$ cat config.mk
export PLATFORM = sky130hd
export DESIGN_NAME = decode_stage_pipe_flat
export DESIGN_NICKNAME = d
export VERILOG_FILES = /design/src/rtl/decode_stage_pipe_pkg.sv /design/src/rtl/decode_stage_pipe_if.sv /design/src/rtl/decode_stage_pipe_scoreboard.sv /design/src/rtl/decode_stage_pipe.sv /design/src/flat_wrapper.sv
export SDC_FILE = /design/constraint.sdc
export NUM_CORES = 2
export LEC_CHECK = 0
export CORE_ASPECT_RATIO = 1.1
export CORE_UTILIZATION = 64
export CTS_CLUSTER_DIAMETER = 30
export DETAILED_ROUTE_END_ITERATION = 8
export PLACE_DENSITY_LB_ADDON = 0.08
export SLEW_MARGIN = 30
export SYNTH_ARGS = -nofsm -noshare
export SYNTH_HDL_FRONTEND = slang
export SYNTH_SLANG_ARGS = --single-unit
$ cat constraint.sdc
create_clock -name clk -period 73.4 [get_ports clk]
set_input_delay 14.68 -clock clk [delete_from_list [all_inputs] [get_ports clk]]
set_output_delay 14.68 -clock clk [all_outputs]
set_load 0.01 [all_outputs]
$ cat src/rtl/decode_stage_pipe_pkg.sv
// Shared decode definitions: control-word bit positions, write-back source
// select, opcode values, the opcode-to-control-word table and small helpers.
// Pure package, no timing or flow control of its own.
package decode_pkg;

  // Control-word layout
  localparam int CW_W            = 12;
  localparam int CW_ALU_BSEL     = 0;
  localparam int CW_IMM_SEL      = 1;
  localparam int CW_ALU_MODSEL   = 2;
  localparam int CW_JMP          = 3;
  localparam int CW_BRH          = 4;
  localparam int CW_PC_SEL_LO    = 5;
  localparam int CW_PC_SEL_HI    = 6;
  localparam int CW_MEM_WE       = 7;
  localparam int CW_MEM_REQ      = 8;
  localparam int CW_REG_WE       = 9;
  localparam int CW_REG_INSEL_LO = 10;
  localparam int CW_REG_INSEL_HI = 11;

  typedef logic [CW_W-1:0] ctrl_word_t;

  // Source of the register write-back value
  typedef enum logic [1:0] {
    INSEL_ALU       = 2'd0,
    INSEL_UPPER_IMM = 2'd1,
    INSEL_MEM       = 2'd2,
    INSEL_PC4       = 2'd3
  } reg_insel_t;

  // Opcode field, inst[28:26]
  typedef enum logic [2:0] {
    OP_ALU_RR = 3'd0,
    OP_ALU_RI = 3'd1,
    OP_LUI    = 3'd2,
    OP_LOAD   = 3'd3,
    OP_STORE  = 3'd4,
    OP_BRANCH = 3'd5,
    OP_JAL    = 3'd6,
    OP_JALR   = 3'd7
  } opcode_t;

  // Opcode-to-control-word table
  function automatic ctrl_word_t decode_opcode(input logic [2:0] op);
    ctrl_word_t cw;
    cw = '0;
    case (opcode_t'(op))
      OP_ALU_RR: begin
        cw[CW_REG_WE] = 1'b1;
        cw[CW_REG_INSEL_HI:CW_REG_INSEL_LO] = INSEL_ALU;
      end
      OP_ALU_RI: begin
        cw[CW_ALU_BSEL] = 1'b1;
        cw[CW_IMM_SEL]  = 1'b1;
        cw[CW_REG_WE]   = 1'b1;
        cw[CW_REG_INSEL_HI:CW_REG_INSEL_LO] = INSEL_ALU;
      end
      OP_LUI: begin
        cw[CW_IMM_SEL] = 1'b1;
        cw[CW_REG_WE]  = 1'b1;
        cw[CW_REG_INSEL_HI:CW_REG_INSEL_LO] = INSEL_UPPER_IMM;
      end
      OP_LOAD: begin
        cw[CW_ALU_BSEL] = 1'b1;
        cw[CW_IMM_SEL]  = 1'b1;
        cw[CW_MEM_REQ]  = 1'b1;
        cw[CW_REG_WE]   = 1'b1;
        cw[CW_REG_INSEL_HI:CW_REG_INSEL_LO] = INSEL_MEM;
      end
      OP_STORE: begin
        cw[CW_ALU_BSEL] = 1'b1;
        cw[CW_IMM_SEL]  = 1'b1;
        cw[CW_MEM_WE]   = 1'b1;
        cw[CW_MEM_REQ]  = 1'b1;
      end
      OP_BRANCH: begin
        // compare mode in the ALU, PC takes the branch target when taken
        cw[CW_ALU_MODSEL] = 1'b1;
        cw[CW_BRH]        = 1'b1;
        cw[CW_PC_SEL_HI:CW_PC_SEL_LO] = 2'd1;
      end
      OP_JAL: begin
        cw[CW_JMP]    = 1'b1;
        cw[CW_PC_SEL_HI:CW_PC_SEL_LO] = 2'd2;
        cw[CW_REG_WE] = 1'b1;
        cw[CW_REG_INSEL_HI:CW_REG_INSEL_LO] = INSEL_PC4;
      end
      OP_JALR: begin
        cw[CW_ALU_BSEL] = 1'b1;
        cw[CW_IMM_SEL]  = 1'b1;
        cw[CW_JMP]      = 1'b1;
        cw[CW_PC_SEL_HI:CW_PC_SEL_LO] = 2'd3;
        cw[CW_REG_WE]   = 1'b1;
        cw[CW_REG_INSEL_HI:CW_REG_INSEL_LO] = INSEL_PC4;
      end
      default: cw = '0;
    endcase
    return cw;
  endfunction

  // A load writes the register file from memory; its result is late.
  function automatic logic is_load(input ctrl_word_t cw);
    return cw[CW_REG_WE] &&
           (reg_insel_t'(cw[CW_REG_INSEL_HI:CW_REG_INSEL_LO]) == INSEL_MEM);
  endfunction

  // True for a register address that is implemented and writable (not r0).
  function automatic logic addr_live(input logic [4:0] a, input int nregs);
    return (a != 5'd0) && (int'(a) < nregs);
  endfunction

endpackage

$ cat src/rtl/decode_stage_pipe_if.sv
// Bundle of the fetch-side, write-back and execute-side signals of the decode stage.
// master: fetch/write-back/execute environment; slave: the decode stage itself.
// No timing of its own; in_valid/in_ready and out_valid/out_ready are valid-ready pairs.
interface decode_stage_pipe_if #(
  parameter int XLEN = 32,
  parameter int IP_W = 30
);
  import decode_pkg::*;

  logic            clk_en;
  // fetch side
  logic            in_valid;
  logic            in_ready;
  logic [31:0]     inst_in;
  logic [IP_W-1:0] ip_in;
  logic            invalid;
  logic            flush;
  // write-back port
  logic            reg_we;
  logic [4:0]      rd_addr;
  logic [XLEN-1:0] reg_din;
  // execute side
  logic            out_valid;
  logic            out_ready;
  ctrl_word_t      control_word;
  logic [31:0]     inst_out;
  logic [IP_W-1:0] ip_out;
  logic [XLEN-1:0] rs1_out;
  logic [XLEN-1:0] rs2_out;

  modport master (
    output clk_en, in_valid, inst_in, ip_in, invalid, flush,
    output reg_we, rd_addr, reg_din, out_ready,
    input  in_ready, out_valid, control_word, inst_out, ip_out, rs1_out, rs2_out
  );

  modport slave (
    input  clk_en, in_valid, inst_in, ip_in, invalid, flush,
    input  reg_we, rd_addr, reg_din, out_ready,
    output in_ready, out_valid, control_word, inst_out, ip_out, rs1_out, rs2_out
  );

endinterface

$ cat src/rtl/decode_stage_pipe_scoreboard.sv
// Register scoreboard: one busy bit per register with an outstanding load.
// Set/clear take effect on the next enabled edge; lookups are combinational.
// No backpressure of its own; the decode stage turns busy hits into stalls.
// Ports: clk/rst/clk_en; set_en/set_addr (load leaving decode);
//        clr_en/clr_addr (write-back); rs1_addr/rs2_addr -> rs1_busy/rs2_busy.
module reg_scoreboard
  import decode_pkg::*;
#(
  parameter int NREGS = 32
) (
  input  logic       clk,
  input  logic       rst,
  input  logic       clk_en,
  input  logic       set_en,
  input  logic [4:0] set_addr,
  input  logic       clr_en,
  input  logic [4:0] clr_addr,
  input  logic [4:0] rs1_addr,
  input  logic [4:0] rs2_addr,
  output logic       rs1_busy,
  output logic       rs2_busy
);

  // Full 32-entry vector; entries for r0 and unimplemented registers are
  // never set, so a lookup of those addresses always returns 0.
  logic [31:0] busy;
  logic [31:0] busy_nxt;

  always_comb begin
    busy_nxt = busy;
    if (clr_en) begin
      busy_nxt[clr_addr] = 1'b0;
    end
    // Applied after the clear: a load leaving decode to a register that is
    // being written back in the same cycle still owns that register.
    if (set_en && addr_live(set_addr, NREGS)) begin
      busy_nxt[set_addr] = 1'b1;
    end
  end

  always_ff @(posedge clk or posedge rst) begin
    if (rst) begin
      busy <= '0;
    end else if (clk_en) begin
      busy <= busy_nxt;
    end
  end

  assign rs1_busy = busy[rs1_addr];
  assign rs2_busy = busy[rs2_addr];

endmodule

$ cat src/rtl/decode_stage_pipe.sv
// Decode stage: opcode decode, register-file read, load-use interlock, registered output.
// Latency 1 cycle from in_valid&&in_ready to out_valid; one instruction per cycle.
// Backpressure: in_ready drops while output is held (out_ready=0), on a hazard or on flush.
// Ports: clk, rst (async, active-high); bus (decode_stage_pipe_if.slave) carrying
//        clk_en, fetch handshake + inst/ip/invalid, flush, write-back port and
//        execute handshake + control_word/inst/ip/rs1/rs2 payload.
// Option: DECODE_BYPASS_EN forwards a same-cycle write-back into rs1_out/rs2_out
//         instead of stalling one cycle.
module decode_stage_pipe
  import decode_pkg::*;
#(
  parameter int XLEN  = 32,
  parameter int IP_W  = 30,
  parameter int NREGS = 32
) (
  input  logic                clk,
  input  logic                rst,
  decode_stage_pipe_if.slave  bus
);

  // ---------------------------------------------------------------------
  // Instruction fields
  // ---------------------------------------------------------------------
  logic [2:0] op;
  logic [4:0] rs1;
  logic [4:0] rs2;
  logic [4:0] held_rd;

  assign op      = bus.inst_in[28:26];
  assign rs1     = bus.inst_in[25:21];
  assign rs2     = bus.inst_in[11:7];

  // Output registers
  logic            out_valid_q;
  ctrl_word_t      cw_q;
  logic [31:0]     inst_q;
  logic [IP_W-1:0] ip_q;
  logic [XLEN-1:0] rs1_q;
  logic [XLEN-1:0] rs2_q;

  assign held_rd = inst_q[20:16];

  // A bubble carries an all-zero control word so nothing downstream acts on it.
  ctrl_word_t dec_cw;
  assign dec_cw = bus.invalid ? '0 : decode_opcode(op);

  // ---------------------------------------------------------------------
  // Register file
  // ---------------------------------------------------------------------
  // Sized for the full 5-bit address space; entries at or above NREGS are
  // never written, stay at their reset value and are trimmed by synthesis.
  logic [XLEN-1:0] regs [32];
  logic            wb_live;

  assign wb_live = bus.reg_we && addr_live(bus.rd_addr, NREGS);

  always_ff @(posedge clk or posedge rst) begin
    if (rst) begin
      for (int i = 0; i < 32; i++) begin
        regs[i] <= '0;
      end
    end else if (bus.clk_en && wb_live) begin
      regs[bus.rd_addr] <= bus.reg_din;
    end
  end

  // Write-back landing on a source register in the current cycle
  logic wb_hit_rs1;
  logic wb_hit_rs2;
  assign wb_hit_rs1 = wb_live && (bus.rd_addr == rs1);
  assign wb_hit_rs2 = wb_live && (bus.rd_addr == rs2);

  logic [XLEN-1:0] rs1_val;
  logic [XLEN-1:0] rs2_val;

  always_comb begin
    rs1_val = addr_live(rs1, NREGS) ? regs[rs1] : '0;
    rs2_val = addr_live(rs2, NREGS) ? regs[rs2] : '0;
`ifdef DECODE_BYPASS_EN
    if (wb_hit_rs1) begin
      rs1_val = bus.reg_din;
    end
    if (wb_hit_rs2) begin
      rs2_val = bus.reg_din;
    end
`endif
  end

  // ---------------------------------------------------------------------
  // Hazard detection
  // ---------------------------------------------------------------------
  logic busy_rs1;
  logic busy_rs2;
  logic held_load;
  logic held_hit;
  logic wb_stall;
  logic hazard;

  // A load sitting in the output register has not reached the scoreboard yet,
  // so its destination is checked directly.
  assign held_load = out_valid_q && is_load(cw_q);
  assign held_hit  = held_load && addr_live(held_rd, NREGS) &&
                     ((held_rd == rs1) || (held_rd == rs2));

`ifdef DECODE_BYPASS_EN
  assign wb_stall = 1'b0;
`else
  // Without forwarding the array read would return the stale value this
  // cycle; waiting one cycle lets the write land first.
  assign wb_stall = wb_hit_rs1 || wb_hit_rs2;
`endif

  assign hazard = bus.in_valid && !bus.invalid &&
                  (busy_rs1 || busy_rs2 || held_hit || wb_stall);

  // ---------------------------------------------------------------------
  // Handshakes
  // ---------------------------------------------------------------------
  logic xfer_in;
  logic xfer_out;

  assign bus.in_ready = (!out_valid_q || bus.out_ready) && !hazard && !bus.flush;
  assign xfer_in      = bus.in_valid && bus.in_ready && bus.clk_en;
  // A flushed instruction is never considered accepted downstream.
  assign xfer_out     = out_valid_q && bus.out_ready && !bus.flush && bus.clk_en;

  always_ff @(posedge clk or posedge rst) begin
    if (rst) begin
      out_valid_q <= 1'b0;
      cw_q        <= '0;
      inst_q      <= '0;
      ip_q        <= '0;
      rs1_q       <= '0;
      rs2_q       <= '0;
    end else if (bus.clk_en) begin
      if (bus.flush) begin
        out_valid_q <= 1'b0;
      end else if (xfer_in) begin
        out_valid_q <= 1'b1;
        cw_q        <= dec_cw;
        inst_q      <= bus.inst_in;
        ip_q        <= bus.ip_in;
        rs1_q       <= rs1_val;
        rs2_q       <= rs2_val;
      end else if (xfer_out) begin
        out_valid_q <= 1'b0;
      end
    end
  end

  assign bus.out_valid    = out_valid_q;
  assign bus.control_word = cw_q;
  assign bus.inst_out     = inst_q;
  assign bus.ip_out       = ip_q;
  assign bus.rs1_out      = rs1_q;
  assign bus.rs2_out      = rs2_q;

  // ---------------------------------------------------------------------
  // Scoreboard: a load becomes outstanding when execute takes it
  // ---------------------------------------------------------------------
  reg_scoreboard #(
    .NREGS (NREGS)
  ) u_scoreboard (
    .clk      (clk),
    .rst      (rst),
    .clk_en   (bus.clk_en),
    .set_en   (xfer_out && held_load),
    .set_addr (held_rd),
    .clr_en   (bus.reg_we),
    .clr_addr (bus.rd_addr),
    .rs1_addr (rs1),
    .rs2_addr (rs2),
    .rs1_busy (busy_rs1),
    .rs2_busy (busy_rs2)
  );

endmodule

$ cat src/flat_wrapper.sv
// flat-port wrapper written by rule: the top's interface ports become plain ports
module decode_stage_pipe_flat import decode_pkg::*;
#(
  parameter int XLEN  = 32,
  parameter int IP_W  = 30,
  parameter int NREGS = 32
)
  (clk, rst, bus_clk_en, bus_in_valid, bus_inst_in, bus_ip_in, bus_invalid, bus_flush, bus_reg_we, bus_rd_addr, bus_reg_din, bus_out_ready, bus_in_ready, bus_out_valid, bus_control_word, bus_inst_out, bus_ip_out, bus_rs1_out, bus_rs2_out);
  decode_stage_pipe_if #(.XLEN(XLEN), .IP_W(IP_W)) bus_i ();
  input  logic clk;
  input  logic rst;
  input wire logic [$bits(bus_i.clk_en)-1:0] bus_clk_en;
  input wire logic [$bits(bus_i.in_valid)-1:0] bus_in_valid;
  input wire logic [$bits(bus_i.inst_in)-1:0] bus_inst_in;
  input wire logic [$bits(bus_i.ip_in)-1:0] bus_ip_in;
  input wire logic [$bits(bus_i.invalid)-1:0] bus_invalid;
  input wire logic [$bits(bus_i.flush)-1:0] bus_flush;
  input wire logic [$bits(bus_i.reg_we)-1:0] bus_reg_we;
  input wire logic [$bits(bus_i.rd_addr)-1:0] bus_rd_addr;
  input wire logic [$bits(bus_i.reg_din)-1:0] bus_reg_din;
  input wire logic [$bits(bus_i.out_ready)-1:0] bus_out_ready;
  output wire logic [$bits(bus_i.in_ready)-1:0] bus_in_ready;
  output wire logic [$bits(bus_i.out_valid)-1:0] bus_out_valid;
  output wire logic [$bits(bus_i.control_word)-1:0] bus_control_word;
  output wire logic [$bits(bus_i.inst_out)-1:0] bus_inst_out;
  output wire logic [$bits(bus_i.ip_out)-1:0] bus_ip_out;
  output wire logic [$bits(bus_i.rs1_out)-1:0] bus_rs1_out;
  output wire logic [$bits(bus_i.rs2_out)-1:0] bus_rs2_out;
  assign bus_i.clk_en = bus_clk_en;
  assign bus_i.in_valid = bus_in_valid;
  assign bus_i.inst_in = bus_inst_in;
  assign bus_i.ip_in = bus_ip_in;
  assign bus_i.invalid = bus_invalid;
  assign bus_i.flush = bus_flush;
  assign bus_i.reg_we = bus_reg_we;
  assign bus_i.rd_addr = bus_rd_addr;
  assign bus_i.reg_din = bus_reg_din;
  assign bus_i.out_ready = bus_out_ready;
  assign bus_in_ready = bus_i.in_ready;
  assign bus_out_valid = bus_i.out_valid;
  assign bus_control_word = bus_i.control_word;
  assign bus_inst_out = bus_i.inst_out;
  assign bus_ip_out = bus_i.ip_out;
  assign bus_rs1_out = bus_i.rs1_out;
  assign bus_rs2_out = bus_i.rs2_out;
  decode_stage_pipe #(.XLEN(XLEN), .IP_W(IP_W), .NREGS(NREGS)) u_core (.clk(clk), .rst(rst), .bus(bus_i));
endmodule
==> flow_metrics.env <==
export IMPL_synth_cells=3953
export IMPL_grt_max_degree=182
export IMPL_rows=119
export IMPL_worst_clock_skew_ps=35.4
export IMPL_syn_avg_cell_area_um2=15.6
export IMPL_die_area_mm2=0.0976
export IMPL_initialDrtViolationCount=4156
export IMPL_layout_worst_path_cycle_share=0.450
export IMPL_cp_slowest_stage_delay_ps=910
export IMPL_post_cts_resize_count=0
export IMPL_critPathKind="in -> out"
export IMPL_fill_cells=5496
export IMPL_holdCritPathClass="reg -> reg"
export IMPL_die_width_um=298
export IMPL_number_of_antenna_violations_at_the_first_check_in_global_routing=4
export IMPL_post_route_cells_drive_above_1_share=0.531
export IMPL_hold_viol=0
export IMPL_grt_remaining_overflow=0
export IMPL_critPathSlowestCell="sky130_fd_sc_hd__buf_4"
export IMPL_drt_total_wl_um=179000
export IMPL_post_synth_net_total=4060
export IMPL_nNetsFinal=4185
export IMPL_post_route_cell_area_mm2=0.0733
export IMPL_crit_path_cell_trace="buf_4, buf_4, mux4_2, nand2b_1, nand4b_1, nand3_1, nor4_4, nor2_1, a21oi_1, clkdlybuf4s50_1"
export IMPL_max_slew_worst_pin_slew_ps=1050
export IMPL_vias_in_the_first_global_route=42300
export IMPL_flow_area_growth_from_synthesis_pct=18.8
export IMPL_via_per_inst=7.04
export IMPL_timing_critical_path_to_type="primary output"
export IMPL_gpl_final_weighted_congestion=0.858
export IMPL_post_dp_hpwl_um=98700
export IMPL_initial_utilization=0.645
export IMPL_worst_path_buf_inv=3
export IMPL_finalCriticalPeriod_ps=33060
export IMPL_final_core_utilization=0.766
export IMPL_first_pass_iters=6
export IMPL_synth_cell_area_mm2=0.0617
export IMPL_timing_critical_path_mode_cell="sky130_fd_sc_hd__buf_4"
export IMPL_power_leakage_nw=32.7
export IMPL_relSlewSlack=0.299
export IMPL_total_of_warnings_raised_by_yosys=0
export IMPL_via_count=39100
export IMPL_fp_dieH_um=328
export IMPL_slew_viol_final=0
export IMPL_asyncSetResetFlopFracSynth=1.00
export IMPL_cp_top_family="buffers and inverters"
export IMPL_wl_per_cell_um=32.2
export IMPL_design_portCount=247
export IMPL_crit_arrival_ps=18380
export IMPL_sequential_cell_area_fraction_in_the_yosys_report=0.484
export IMPL_post_cts_repair_setup_buffers=0
export IMPL_clock_sink_count=1193
export IMPL_clkSlewWorstSetupHoldPaths_ps=50
export IMPL_maxClockFrequency_mhz=30.2
export IMPL_synth_ff_type="sky130_fd_sc_hd__dfrtp_1"
export IMPL_tns_ps=0
export IMPL_count_of_antenna_violating_nets_left_after_detailed_routing=0
export IMPL_post_cts_hold_buffer_count=0
export IMPL_status="finished, final reports clean"
export IMPL_h_tree_depth=4
export IMPL_worstSkewPairLatency_ps=820
export IMPL_timing_critical_path_fanout_max=50
export IMPL_ir_drop_uv=28.0
export IMPL_grt_setup_unrepaired="false"
export IMPL_power_per_cell_area_mw_per_mm2=31.3
export IMPL_postSynthRegisterBits=1193
export IMPL_clock_tree_buffer_depth=3
export IMPL_worst_setup_path_start_kind="input port"
export IMPL_cts_inserted_buffers=229
export IMPL_post_route_drc_count=0
export IMPL_timing_final_setup_violations=0
export IMPL_ys_types=50
export IMPL_synth_edf_count=0
export IMPL_coreArea_mm2=0.0956
export IMPL_max_cap_violations=0
export IMPL_grt_usage=0.377
export IMPL_cts_tree="yes"
export IMPL_fin_total_pwr_mw=2.30
export IMPL_place_area_mm2=0.0648
export IMPL_cts_root_buffer="sky130_fd_sc_hd__clkbuf_16"
export IMPL_worstPathRequired_ps=58720
export IMPL_buffer_ports_inserted=246
export IMPL_global_route_wire_length_before_repair_um=272000
==> power breakdown <==
part / leakage (nW) / total (mW) / switching (mW) / internal (mW)
Combinational: 12.9 / 0.341 / 0.136 / 0.204
Clock: 4.09 / 1.13 / 0.364 / 0.767
Sequential: 15.8 / 0.825 / 0.0714 / 0.754
==> final cells by class <==
type	count	area, um2	share of cell area
diodes	1	2.50	0.0000342
well taps	1270	1590	0.0217
clock inverters	147	2210	0.0301
flip-flops and latches	1193	29900	0.408
clock buffers	281	6250	0.0853
repair buffers	330	3260	0.0445
multi-input cells	2292	30000	0.409
inverters	32	129	0.00176
==> cell families after synthesis <==
group / after synthesis / share of synthesized area
DFF: 1193 / 0.484
AOI/OAI and AO/OA: 157 / 0.0178
muxes: 1841 / 0.443
buffers and inverters: 468 / 0.0327
xor gates and xnor gates: 21 / 0.00298
and+or+nand+nor: 273 / 0.0194
==> flip-flops by register name, summed over array words and instances, names as in the netlist <==
| register | flops |
|---|---|
| u_core.u_scoreboard.busy | 32 |
| u_core.bus.ip_out | 30 |
| u_core.bus.rs1_out | 32 |
| u_core.bus.control_word | 10 |
| u_core.bus.rs2_out | 32 |
| u_core.regs | 1024 |
| u_core.bus.inst_out | 32 |
| u_core.bus.out_valid | 1 |
==> cell usage after synthesis, types with 10 or more instances <==
cell,n,area [um2]
sky130_fd_sc_hd__o21ai_0,28,140
sky130_fd_sc_hd__xor2_1,10,87.6
sky130_fd_sc_hd__mux2_1,17,191
sky130_fd_sc_hd__a211oi_1,12,90.1
sky130_fd_sc_hd__buf_4,21,158
sky130_fd_sc_hd__mux4_2,581,13100
sky130_fd_sc_hd__nor2_1,83,312
sky130_fd_sc_hd__dfrtp_1,1193,29900
sky130_fd_sc_hd__mux2_4,50,751
sky130_fd_sc_hd__mux2i_1,124,1240
sky130_fd_sc_hd__clkbuf_1,295,1110
sky130_fd_sc_hd__mux2_2,1069,12000
sky130_fd_sc_hd__a221oi_1,21,184
sky130_fd_sc_hd__a21oi_1,12,60.1
sky130_fd_sc_hd__nand2_1,122,458
sky130_fd_sc_hd__o22ai_1,40,250
sky130_fd_sc_hd__inv_1,30,113
sky130_fd_sc_hd__o221ai_1,19,166
sky130_fd_sc_hd__nor3_1,25,125
sky130_fd_sc_hd__buf_2,37,185
sky130_fd_sc_hd__buf_1,74,278
sky130_fd_sc_hd__xnor2_1,11,96.3
==> per-stage QoR <==
| stage | setup slack [ps] | hold slack [ps] | cells |
|---|---|---|---|
| 2_1_floorplan | 25110 | 441 | 3953 |
| 3_3_place_gp | 39900 | 376 | 5106 |
| 3_5_place_dp | 40380 | 384 | 5114 |
| 4_1_cts | 40370 | 397 | 5542 |
| 5_1_grt | 40220 | 409 | 5546 |
| 6_report | 40340 | 394 | 5546 |
==> placed cells by master (no fill, tap or decap), types with 7 or more instances in the layout <==
master	instances
sky130_fd_sc_hd__o22ai_1	40
sky130_fd_sc_hd__nor2_4	16
sky130_fd_sc_hd__nand2_1	108
sky130_fd_sc_hd__mux2_4	50
sky130_fd_sc_hd__a211o_1	7
sky130_fd_sc_hd__a211oi_1	12
sky130_fd_sc_hd__clkbuf_8	30
sky130_fd_sc_hd__clkbuf_1	21
sky130_fd_sc_hd__clkbuf_16	230
sky130_fd_sc_hd__nor3_1	24
sky130_fd_sc_hd__dfrtp_1	1193
sky130_fd_sc_hd__a221oi_1	21
sky130_fd_sc_hd__inv_1	29
sky130_fd_sc_hd__buf_6	11
sky130_fd_sc_hd__clkinvlp_4	24
sky130_fd_sc_hd__mux2i_1	124
sky130_fd_sc_hd__mux2_1	17
sky130_fd_sc_hd__o221ai_1	19
sky130_fd_sc_hd__buf_12	7
sky130_fd_sc_hd__clkinv_2	35
sky130_fd_sc_hd__buf_2	25
sky130_fd_sc_hd__a21o_1	8
sky130_fd_sc_hd__a21oi_1	12
sky130_fd_sc_hd__clkdlybuf4s50_1	211
sky130_fd_sc_hd__o21ai_0	28
sky130_fd_sc_hd__nand2_2	14
sky130_fd_sc_hd__bufinv_16	46
sky130_fd_sc_hd__mux4_2	581
sky130_fd_sc_hd__nand3_1	8
sky130_fd_sc_hd__xnor2_1	11
sky130_fd_sc_hd__xor2_1	10
sky130_fd_sc_hd__mux2_2	1069
sky130_fd_sc_hd__buf_16	8
sky130_fd_sc_hd__buf_4	63
sky130_fd_sc_hd__inv_6	21
sky130_fd_sc_hd__nand2b_1	8
sky130_fd_sc_hd__nor2_1	65
sky130_fd_sc_hd__clkinv_4	14
==> worst paths after layout <==
kind                                                          from                                  to  slack (ps)  depth (start not counted)
min reg2reg                          u_core.regs[1005]$_DFFE_PP0P_       u_core.regs[1005]$_DFFE_PP0P_         390                          0
max                                                bus_inst_in[10]                        bus_in_ready       40340                         10
min                                  u_core.regs[1005]$_DFFE_PP0P_       u_core.regs[1005]$_DFFE_PP0P_         390                          0
min in group asynchronous                                      rst  u_core.bus.inst_out[3]$_DFFE_PP0P_       14430                          2
max in group asynchronous                                      rst        u_core.regs[301]$_DFFE_PP0P_       56540                          6
max reg2reg                u_core.u_scoreboard.busy[7]$_DFFE_PP0P_  u_core.bus.rs1_out[16]$_DFFE_PP0P_       69340                          8
==> routing by layer <==
layer	GRT usage	vias to the layer above	wire, um
met5	0	-	25
met4	0.173	4	8040
met3	0.0791	492	15000
met2	0.605	2064	87400
met1	0.501	21000	68200
li1	-	15500	-
(Power assumes the default switching activity.)
